**config.mk**
```make
export PLATFORM = sky130hd
export DESIGN_NAME = pipe_ctrl
export DESIGN_NICKNAME = d
export VERILOG_FILES = /design/src/rtl/pipe_ctrl_pkg.sv /design/src/rtl/pipe_ctrl_timer.sv /design/src/rtl/pipe_ctrl.sv
export SDC_FILE = /design/constraint.sdc
export NUM_CORES = 1
export LEC_CHECK = 0
export CAP_MARGIN = 15
export CORE_MARGIN = 2
export CORE_UTILIZATION = 32
export DETAILED_ROUTE_END_ITERATION = 8
export PLACE_DENSITY = 0.73
export SETUP_SLACK_MARGIN = 0.15
export SLEW_MARGIN = 40
export SYNTH_ARGS = -nofsm -noshare
export SYNTH_HDL_FRONTEND = slang
export SYNTH_SLANG_ARGS = --single-unit
```
**constraint.sdc**
```tcl
create_clock -name clk -period 1.65 [get_ports clk]
set_input_delay 0.2475 -clock clk [delete_from_list [all_inputs] [get_ports clk]]
set_output_delay 0.2475 -clock clk [all_outputs]
set_load 0.05 [all_outputs]
```
**src/rtl/pipe_ctrl_pkg.sv**
```systemverilog
// Purpose: shared types and constants for the pipeline sequencer (package cpu_defines).
//   Stall_t      : per-stage hold vector {wb,mem,ex,id,if,pc}, 1 = hold stage register
//   STALL_*      : stall patterns, each inserting a bubble into the first released stage
//   Pipe_state_t : MDU sequencing FSM states
package cpu_defines;

  typedef logic [5:0] Stall_t;

  localparam Stall_t STALL_NONE    = 6'b000000;
  localparam Stall_t STALL_LOADUSE = 6'b000111;
  localparam Stall_t STALL_MDU     = 6'b001111;
  localparam Stall_t STALL_MEM     = 6'b011111;

  typedef enum logic [1:0] {
    S_IDLE     = 2'd0,
    S_MDU_RUN  = 2'd1,
    S_MDU_DONE = 2'd2
  } Pipe_state_t;

endpackage

```
**src/rtl/pipe_ctrl_timer.sv**
```systemverilog
// Purpose: loadable down-counter timing the run phase of an MDU op.
// Ports:
//   clk, rst     : clock, synchronous active-high reset
//   clr_i        : clear counter to 0 (highest priority)
//   load_i       : load load_val_i
//   load_val_i   : value loaded on load_i
//   dec_i        : decrement (holds at 0)
//   zero_c       : combinational; the value the counter takes next edge is 0
module mdu_timer #(
  parameter int unsigned W = 6
) (
  input  logic         clk,
  input  logic         rst,
  input  logic         clr_i,
  input  logic         load_i,
  input  logic [W-1:0] load_val_i,
  input  logic         dec_i,
  output logic         zero_c
);

  logic [W-1:0] cnt_q, cnt_d;

  // Next count; the zero flag looks at the next value so the FSM can leave RUN
  // on the same edge the count reaches 0.
  always_comb begin
    cnt_d = cnt_q;
    if (clr_i) begin
      cnt_d = '0;
    end else if (load_i) begin
      cnt_d = load_val_i;
    end else if (dec_i && (cnt_q != '0)) begin
      cnt_d = cnt_q - W'(1);
    end
    zero_c = (cnt_d == '0);
  end

  always_ff @(posedge clk) begin
    if (rst) begin
      cnt_q <= '0;
    end else begin
      cnt_q <= cnt_d;
    end
  end

endmodule

```
**src/rtl/pipe_ctrl.sv**
```systemverilog
// Purpose: pipeline sequencer for the 5-stage core. Detects load-use hazards,
//   sequences multi-cycle MDU ops in EX, honours MEM stalls and exception flushes.
// Ports:
//   clk, rst                    : clock, synchronous active-high reset
//   id_reg{1,2}_read_i/addr_i   : ID operand register reads
//   ex_is_load_i, ex_wreg_addr_i: EX load flag and destination register
//   ex_mdu_start_i              : EX holds an MDU op (level)
//   mem_stall_req_i             : MEM access not complete
//   exc_flush_i                 : exception/eret commit, kill pipeline
//   stall_o                     : {wb,mem,ex,id,if,pc} hold vector (combinational)
//   flush_o                     : clear all pipeline registers
//   mdu_busy_o, mdu_done_o      : MDU sequence in progress / result valid in EX
//   stall_cnt_o                 : stalled-cycle counter
// Configuration: define PIPE_PERF_CNT_EN to build the saturating stall counter;
//   otherwise stall_cnt_o is tied to 0.
module pipe_ctrl
  import cpu_defines::*;
#(
  parameter int unsigned MDU_CYCLES = 36,
  parameter int unsigned PERF_W     = 32
) (
  input  logic              clk,
  input  logic              rst,
  input  logic              id_reg1_read_i,
  input  logic [4:0]        id_reg1_addr_i,
  input  logic              id_reg2_read_i,
  input  logic [4:0]        id_reg2_addr_i,
  input  logic              ex_is_load_i,
  input  logic [4:0]        ex_wreg_addr_i,
  input  logic              ex_mdu_start_i,
  input  logic              mem_stall_req_i,
  input  logic              exc_flush_i,
  output logic [5:0]        stall_o,
  output logic              flush_o,
  output logic              mdu_busy_o,
  output logic              mdu_done_o,
  output logic [PERF_W-1:0] stall_cnt_o
);

  localparam int unsigned     CNT_W    = $clog2(MDU_CYCLES);
  localparam logic [CNT_W-1:0] MDU_LOAD = CNT_W'(MDU_CYCLES - 2);
  // With MDU_CYCLES == 2 there are no run cycles: start goes straight to DONE.
  localparam logic            HAS_RUN  = (MDU_CYCLES > 2);

  Pipe_state_t state_q, state_d;
  logic        start_c;
  logic        load_use_c;
  logic        tmr_clr, tmr_load, tmr_dec, tmr_zero;

  mdu_timer #(.W(CNT_W)) u_timer (
    .clk        (clk),
    .rst        (rst),
    .clr_i      (tmr_clr),
    .load_i     (tmr_load),
    .load_val_i (MDU_LOAD),
    .dec_i      (tmr_dec),
    .zero_c     (tmr_zero)
  );

  // Next-state, timer control and hazard/stall outputs.
  always_comb begin
    state_d  = state_q;
    tmr_clr  = 1'b0;
    tmr_load = 1'b0;
    tmr_dec  = 1'b0;

    start_c    = ex_mdu_start_i && !mem_stall_req_i && !exc_flush_i;
    load_use_c = ex_is_load_i && (ex_wreg_addr_i != 5'd0) &&
                 ((id_reg1_read_i && (id_reg1_addr_i == ex_wreg_addr_i)) ||
                  (id_reg2_read_i && (id_reg2_addr_i == ex_wreg_addr_i)));

    if (exc_flush_i) begin
      state_d = S_IDLE;
      tmr_clr = 1'b1;
    end else begin
      case (state_q)
        S_IDLE: begin
          if (start_c) begin
            tmr_load = 1'b1;
            state_d  = HAS_RUN ? S_MDU_RUN : S_MDU_DONE;
          end
        end
        S_MDU_RUN: begin
          // Keeps counting through MEM stalls; the op itself is independent of MEM.
          tmr_dec = 1'b1;
          if (tmr_zero) begin
            state_d = S_MDU_DONE;
          end
        end
        S_MDU_DONE: begin
          if (!mem_stall_req_i) begin
            state_d = S_IDLE;
          end
        end
        default: state_d = S_IDLE;
      endcase
    end

    mdu_busy_o = !rst && ((state_q == S_MDU_RUN) || ((state_q == S_IDLE) && start_c));
    mdu_done_o = !rst && (state_q == S_MDU_DONE);
    flush_o    = !rst && exc_flush_i;

    // Priority stall mux; a load-use behind a busy MDU is absorbed by the MDU stall.
    if (rst || exc_flush_i) begin
      stall_o = STALL_NONE;
    end else if (mem_stall_req_i) begin
      stall_o = STALL_MEM;
    end else if (mdu_busy_o) begin
      stall_o = STALL_MDU;
    end else if (load_use_c) begin
      stall_o = STALL_LOADUSE;
    end else begin
      stall_o = STALL_NONE;
    end
  end

  always_ff @(posedge clk) begin
    if (rst) begin
      state_q <= S_IDLE;
    end else begin
      state_q <= state_d;
    end
  end

`ifdef PIPE_PERF_CNT_EN
  logic [PERF_W-1:0] stall_cnt_q, stall_cnt_d;

  // Saturating count of cycles with any stage held.
  always_comb begin
    stall_cnt_d = stall_cnt_q;
    if ((stall_o != STALL_NONE) && (stall_cnt_q != '1)) begin
      stall_cnt_d = stall_cnt_q + PERF_W'(1);
    end
  end

  always_ff @(posedge clk) begin
    if (rst) begin
      stall_cnt_q <= '0;
    end else begin
      stall_cnt_q <= stall_cnt_d;
    end
  end

  assign stall_cnt_o = stall_cnt_q;
`else
  assign stall_cnt_o = '0;
`endif

endmodule

```
== After elaboration in Yosys (flattened, before gate mapping) ==
Cells that the tools add are included.
Cells by class
  divide/modulo/power cells: 0
  add/sub/neg operators: 1
  mux-type cells: 17
  reduce and logical (&&, ||, !) cells: 23
  equal/unequal tests: 7
  order comparisons: 0
  multipliers: 0
  shifts and indexed selects: 0
  bitwise gates (word level): 0
Operators by type and width (number)
  $mux 6: 3
  $logic_and 1x1->1: 11
  $eq 5x5->1: 2
  $mux 5: 2
  $logic_not 6->1: 1
  $mux 1: 6
  $mux 2: 3
  $ne 2x2->1 const B: 3
  $pmux 2 s3: 1
  $reduce_bool 6->1: 1
  $sub 6x1->6 const B: 1
  $reduce_bool 5->1: 1
  $mux 4: 1
  $logic_not 1->1: 3
  $logic_or 1x1->1: 3
  $mux 3: 1
  $reduce_and 3->1: 1
  $eq 2x1->1 const B: 1
  $eq 2x2->1 const B: 1
  $logic_not 2->1: 1
  $reduce_or 2->1: 1
Word-level totals
  output and inout port bits: 41
  RAM bits: 0
  bits in read-only memories: 0
  memories: 0
  latch bits: 0
  bits in registers: 8
  logic and storage cells: 50

== Longest topological paths before layout ==
  depth in word-level cells: 11
  mapped depth: 7

== Modules after synthesis ==
From an unflattened synthesis, not the netlist that was laid out.
Second synthesis, totals
  cells, all modules: 130
  area total of the unflattened synthesis: 1006.0 um2
By module, submodules not included
  pipe_ctrl: times used 1, cells an instance 73, seq. area each 40.0 um2, area each 561.8 um2
  mdu_timer: times used 1, cells an instance 57, seq. area each 120.1 um2, area each 444.2 um2

== Worst setup path before layout ==
No wires, ideal clock.
  path type: in2out
  from: in exc_flush_i
  to: out stall_o[1]
  data required time: 1402 ps
  cell stages on the path: 7
  path buffers: 2
  path slack: -635 ps
  data arrival time: 2038 ps
  path through: buf_12 nor3b_1 nor2_1 nor2_1 o21a_1 o21bai_1 buf_4
On the way
  cells in the longest elaborated chain, start to end: 8
  elaborated cells between the ends (all ways): 9
  those cells by class: mux: 3; reduce/logical: 6
Ends and longest elaborated chain
  from (decl): RTL line pipe_ctrl.sv:32  | input logic exc_flush_i,
  $logic_not 1->1: RTL line pipe_ctrl.sv:67  | start_c = ex_mdu_start_i && !mem_stall_req_i && !exc_flush_i;
  $logic_and 1x1->1: RTL line pipe_ctrl.sv:67
  $logic_and 1x1->1: RTL line pipe_ctrl.sv:99  | mdu_busy_o = !rst && ((state_q == S_MDU_RUN) || ((state_q == S_IDLE) && start_c));
  $logic_or 1x1->1: RTL line pipe_ctrl.sv:99
  $logic_and 1x1->1: RTL line pipe_ctrl.sv:99
  $mux 4: RTL line pipe_ctrl.sv:108  | end else if (mdu_busy_o) begin
  $mux 5: RTL line pipe_ctrl.sv:106  | end else if (mem_stall_req_i) begin
  $mux 5 (*): RTL line pipe_ctrl.sv:104  | if (rst || exc_flush_i) begin
  to (decl): RTL line pipe_ctrl.sv:33  | output logic [5:0] stall_o,
Mark *: on every way between the ends. The rest lies on a longest branch, timed or not.

== Worst setup path in the final report ==
  from: reg u_timer.cnt_q[3]
  to: reg state_q[1]
On the way
  cells in the longest elaborated chain, start to end: 8
  elaborated cells between the ends (all ways): 9
  those cells by class: add/sub: 1; eq/ne: 1; mux: 3; reduce/logical: 4
Ends and longest elaborated chain
  from (decl): RTL line pipe_ctrl_timer.sv:21  | logic [W-1:0] cnt_q, cnt_d;
  from (signal assigned): RTL line pipe_ctrl_timer.sv:41  | cnt_q <= cnt_d;
  parallel branches: the longest is 2 deep, another holds $sub 6x1->6
  $mux 6 (*): RTL line pipe_ctrl_timer.sv:31  | end else if (dec_i && (cnt_q != '0)) begin
  $mux 6 (*): RTL line pipe_ctrl_timer.sv:29  | end else if (load_i) begin
  $mux 6 (*): RTL line pipe_ctrl_timer.sv:27  | if (clr_i) begin
  $logic_not 6->1 (*): RTL line pipe_ctrl_timer.sv:34  | zero_c = (cnt_d == '0);
  $ne 2x2->1 (no source line) (*)
  $reduce_and 3->1 (no source line) (*)
  to (signal assigned): RTL line pipe_ctrl.sv:121  | state_q <= state_d;
  to (decl): RTL line pipe_ctrl.sv:45  | Pipe_state_t state_q, state_d;
Every way passes the cells marked *.
A chain may end at the register's enable or synchronous reset.

==> summary.md <==
| Metric | Value |
|---|---|
| Total of max-cap violations | 0 |
| Overall fraction of global-route tracks in use | 13.60% |
| Routability-driven placement congestion ratio | 0.7748 |
| Outcome | finished with violations |
| Final global-route overflow total | 0 |
| Yosys reg bits | 8 |
| Via Count | 923 |
| Largest fanout of any net on the critical path | 2 |
| Category of the critical setup timing path | reg -> reg |
| Number of slew-limit violations in the final report | 0 |
| First-pass GRT wire length | 3.450 mm |
| Power density cells | 482.1 nW/µm² |
| Type of the worst min-delay path | in -> reg |
| Routed wire length | 2.467 mm |
| Number of instances in the synthesized netlist | 117 |
| DRC marker count from the first detailed-route iteration | 42 |
| Clock period minus worst slack | 1.789 ns |
| Setup clock skew after layout | 0.004362 ns |
| Final setup violating endpoints | 6 |
| Cts bufs inserted | 3 |
| First drt pass iteration count | 4 |
| Clk sinks | 8 |
| Multi-input gate area | between 700 and 800 µm² |
| Number of filler cells placed in the layout | about 250 |
| Placeable core region | 2805 µm² |
| Post-synth design cell area | approximately 970 µm² |
| Peak Freq | 0.5590 GHz |
| Largest net degree at the start of global routing | 9 |
| I/O pins | 64 |
| Cell family with most CP delay | simple AND/OR/NAND/NOR gates |
| Cell count of the worst reg-to-reg path | 5 |
| Number of nets still failing antenna checks after routing | 0 |
| Flop2flop setup slack | -0.14 ns |
| Maximum resistive drop on vdd | 0.0002566 V |
| Final worst path period share | 108.4% |
| Slack of the critical path | -0.1388 ns |
| Fraction of the yosys area taken by sequential cells | 16.54% |
| Number of synthesis warnings | 0 |
| Final hold violation count | 0 |
| Initial cell density of the core | 34.52% |
| Estimated wirelength of the detail-placed design | 1.948 mm |
| Max Root-Sink Buffers | 2 |
| Data arrival time at the worst-slack endpoint | approximately 2.0 ns |
| Hold Path Cell Cnt | 3 |
| Worst slack on hold paths | roughly 0.50 ns |
| Largest stage delay, worst path | 0.42 ns |
| Die Y | 59.01 µm |
| Reg-to-reg startpoint | u_timer.cnt_q[3] |
| Fin nets | around 200 |
| Static Leak | 0.6855 nW |
| TritonCTS clock tree | done |
| Failing checks | setup timing |
| Post-Synthesis Mean Instance Area | just over 8 µm² |
| Skew-Pair Late Insertion Delay | between 0.2 and 0.3 ns |
| Register Area | 166.4 µm² |
| Count of buffer and inverter cells on the critical path | 0 |
| Unique cell type count in the Yosys netlist | 36 |
| Number of H-tree branching levels | 1 |
| Vias per cell | 4.638 |
| Hold Path Sink | state_q[1] |
| Total die area | approximately 3500 µm² |
| Initial antenna violation count | 0 |
| Die X | 59.01 µm |
| Worst R2R End | state_q[1] |
| Library cell used as clock root buffer | sky130_fd_sc_hd__clkbuf_4 |
| Detail-routed net length per standard cell | 12.40 µm |
| Critical-path cell list | or3_4, nor3_4, mux2_4, or4_4, o21ai_2 |
| Slowest cell on the critical path | sky130_fd_sc_hd__or4_4 |
| Setup_tns | -0.5575 ns |
| Floorplan row count | 19 |
| Detailed-route DRC error count | 0 |
| ANT cells | 0 |
| Hold_sp | exc_flush_i |
| Via count of the first global-routing pass | 821 |
| Setup crit end kind | flop |
| Port Buf Inserts | 30 |
| Share of post-route cells with drive strength above 1 | 44.05% |
| Nature of the critical path startpoint | flop |
| RSZ-0062 raised after global routing | true |
| Required time reported for the critical path endpoint | around 1.8 ns |
| Clock slew seen by the registers of the worst setup and hold paths | 0.05 ns |
| Area added between synthesis and finish | 59.17% |
## repair_timing
action,CTS,global route
setup endpoints to repair,13,12
setup buffers,2,4
pin swaps,15,21
resized for setup,56,17
hold buffers,0,0
## sequential cells by signal, summed over array words and instances (netlist names)
| register | cells |
|---|---|
| state_q | 2 |
| u_timer.cnt_q | 6 |
## cell type report
type | instances | share of cell area, %
Clock buffer | 3 | 1.461
Inverter | 3 | 0.8929
Multi-Input combinational cell | 102 | 50.81
Sequential cell | 8 | 10.80
Tap cell | 31 | 2.516
Timing Repair Buffer | 52 | 33.52
## cell usage in the layout, fill, tap and decap left out, types with 3 or more instances in the layout
master,Yosys,layout
sky130_fd_sc_hd__xnor2_1,5,4
sky130_fd_sc_hd__o211ai_1,3,3
sky130_fd_sc_hd__dlygate4sd2_1,0,6
sky130_fd_sc_hd__dfxtp_1,8,5
sky130_fd_sc_hd__conb_1,1,33
sky130_fd_sc_hd__buf_12,1,8
sky130_fd_sc_hd__nor2_1,10,8
sky130_fd_sc_hd__clkbuf_4,0,3
sky130_fd_sc_hd__clkdlybuf4s50_1,0,4
sky130_fd_sc_hd__buf_2,0,4
sky130_fd_sc_hd__buf_6,0,5
sky130_fd_sc_hd__buf_4,35,21
sky130_fd_sc_hd__xor2_1,10,9
sky130_fd_sc_hd__nand2_1,5,4
## through the flow
step / instance area (µm²) / worst slack [ns] / instances / power [mW] / utilization, %
global placement: 1399 / -0.3944 / 190 / 0.5805 / 49.87
CTS: 1466 / -0.1227 / 195 / 0.7382 / 52.27
floorplan: 1146 / -0.1169 / 149 / 0.5245 / -
global route: 1541 / -0.1845 / 199 / 0.7783 / 54.95
finish: 1541 / -0.1388 / 199 / 0.7431 / 54.95
detailed placement: 1399 / -0.4639 / 190 / 0.5862 / 49.87
## kinds of logic after synthesis
kind of cell    after synthesis  synth area share, %
fa+ha+maj                     2                2.584
simple gates                 39                24.81
xor+xnor                     15                13.57
flops                         8                16.54
buf+inv                      39                30.36
other cells                   1               0.3872
compound gates               10                8.140
mux                           3                3.617
## synth_stat cells
cell / count / area (µm²)
sky130_fd_sc_hd__nor3_1: 1 / 5.000
sky130_fd_sc_hd__nor4b_2: 1 / 15.01
sky130_fd_sc_hd__buf_4: 35 / 262.8
sky130_fd_sc_hd__nand3_1: 2 / 10.01
sky130_fd_sc_hd__nor3_2: 1 / 10.01
sky130_fd_sc_hd__and3_1: 1 / 6.260
sky130_fd_sc_hd__xor2_1: 10 / 87.58
sky130_fd_sc_hd__nor2b_1: 1 / 6.260
sky130_fd_sc_hd__nand2b_1: 1 / 6.260
sky130_fd_sc_hd__xnor2_1: 5 / 43.79
sky130_fd_sc_hd__dfxtp_1: 8 / 160.2
sky130_fd_sc_hd__o211a_1: 1 / 10.01
sky130_fd_sc_hd__a31oi_1: 1 / 6.260
sky130_fd_sc_hd__and2_1: 3 / 18.77
sky130_fd_sc_hd__a211oi_2: 1 / 12.51
sky130_fd_sc_hd__or2_4: 1 / 8.760
sky130_fd_sc_hd__o21ai_1: 1 / 5.000
sky130_fd_sc_hd__nor3b_1: 2 / 15.01
sky130_fd_sc_hd__nand3b_1: 2 / 15.01
sky130_fd_sc_hd__inv_1: 3 / 11.26
sky130_fd_sc_hd__ha_1: 2 / 25.02
sky130_fd_sc_hd__nor4_2: 1 / 12.51
sky130_fd_sc_hd__nor4_1: 3 / 18.77
sky130_fd_sc_hd__nand2_1: 5 / 18.77
sky130_fd_sc_hd__buf_12: 1 / 20.02
sky130_fd_sc_hd__or4_1: 2 / 15.01
sky130_fd_sc_hd__conb_1: 1 / 3.750
sky130_fd_sc_hd__o21a_1: 1 / 7.510
sky130_fd_sc_hd__mux2i_1: 2 / 20.02
sky130_fd_sc_hd__o21bai_1: 1 / 7.510
sky130_fd_sc_hd__mux2_4: 1 / 15.01
sky130_fd_sc_hd__or3_4: 1 / 11.26
sky130_fd_sc_hd__nor2_1: 10 / 37.54
sky130_fd_sc_hd__a21o_1: 1 / 7.510
sky130_fd_sc_hd__or4b_1: 1 / 10.01
sky130_fd_sc_hd__o211ai_1: 3 / 22.52
## worst register-to-register path, stage by stage (launching register included)
cell and delay (ns):
sky130_fd_sc_hd__dfxtp_2 0.32, sky130_fd_sc_hd__or3_4 0.41, sky130_fd_sc_hd__nor3_4 0.13, sky130_fd_sc_hd__mux2_4 0.31, sky130_fd_sc_hd__or4_4 0.42, sky130_fd_sc_hd__o21ai_2 0.14
## report_power, final
group | internal [mW] | switching (mW) | total [mW]
Combinational | 0.126 | 0.271 | 0.397
Sequential | 0.194 | 0.00299 | 0.197
Clock | 0.0832 | 0.0661 | 0.149
Total | 0.403 | 0.340 | 0.743
## worst max path at each step
stage | start | endpoint | slack (ns) | cells after the start
floorplan | exc_flush_i | stall_o[1] | -0.12 | 7
global placement | ex_wreg_addr_i[4] | stall_o[2] | -0.39 | 7
detailed placement | ex_wreg_addr_i[4] | stall_o[0] | -0.46 | 7
CTS | u_timer.cnt_q[3] | state_q[1] | -0.12 | 5
global route | id_reg1_addr_i[2] | stall_o[2] | -0.18 | 7
finish | u_timer.cnt_q[3] | state_q[1] | -0.14 | 5
## per-layer routing
| metal | up-vias | GRT usage [%] | part of all wire [%] |
|---|---|---|---|
| met5 | - | 0 | 0 |
| met4 | 0 | 4.221 | 2.4 |
| met3 | 10 | 4.148 | 7.7 |
| met2 | 49 | 26.98 | 58 |
| met1 | 432 | 13.12 | 32 |
| li1 | 432 | - | - |
Note: power is estimated with default switching activity, not from simulation.
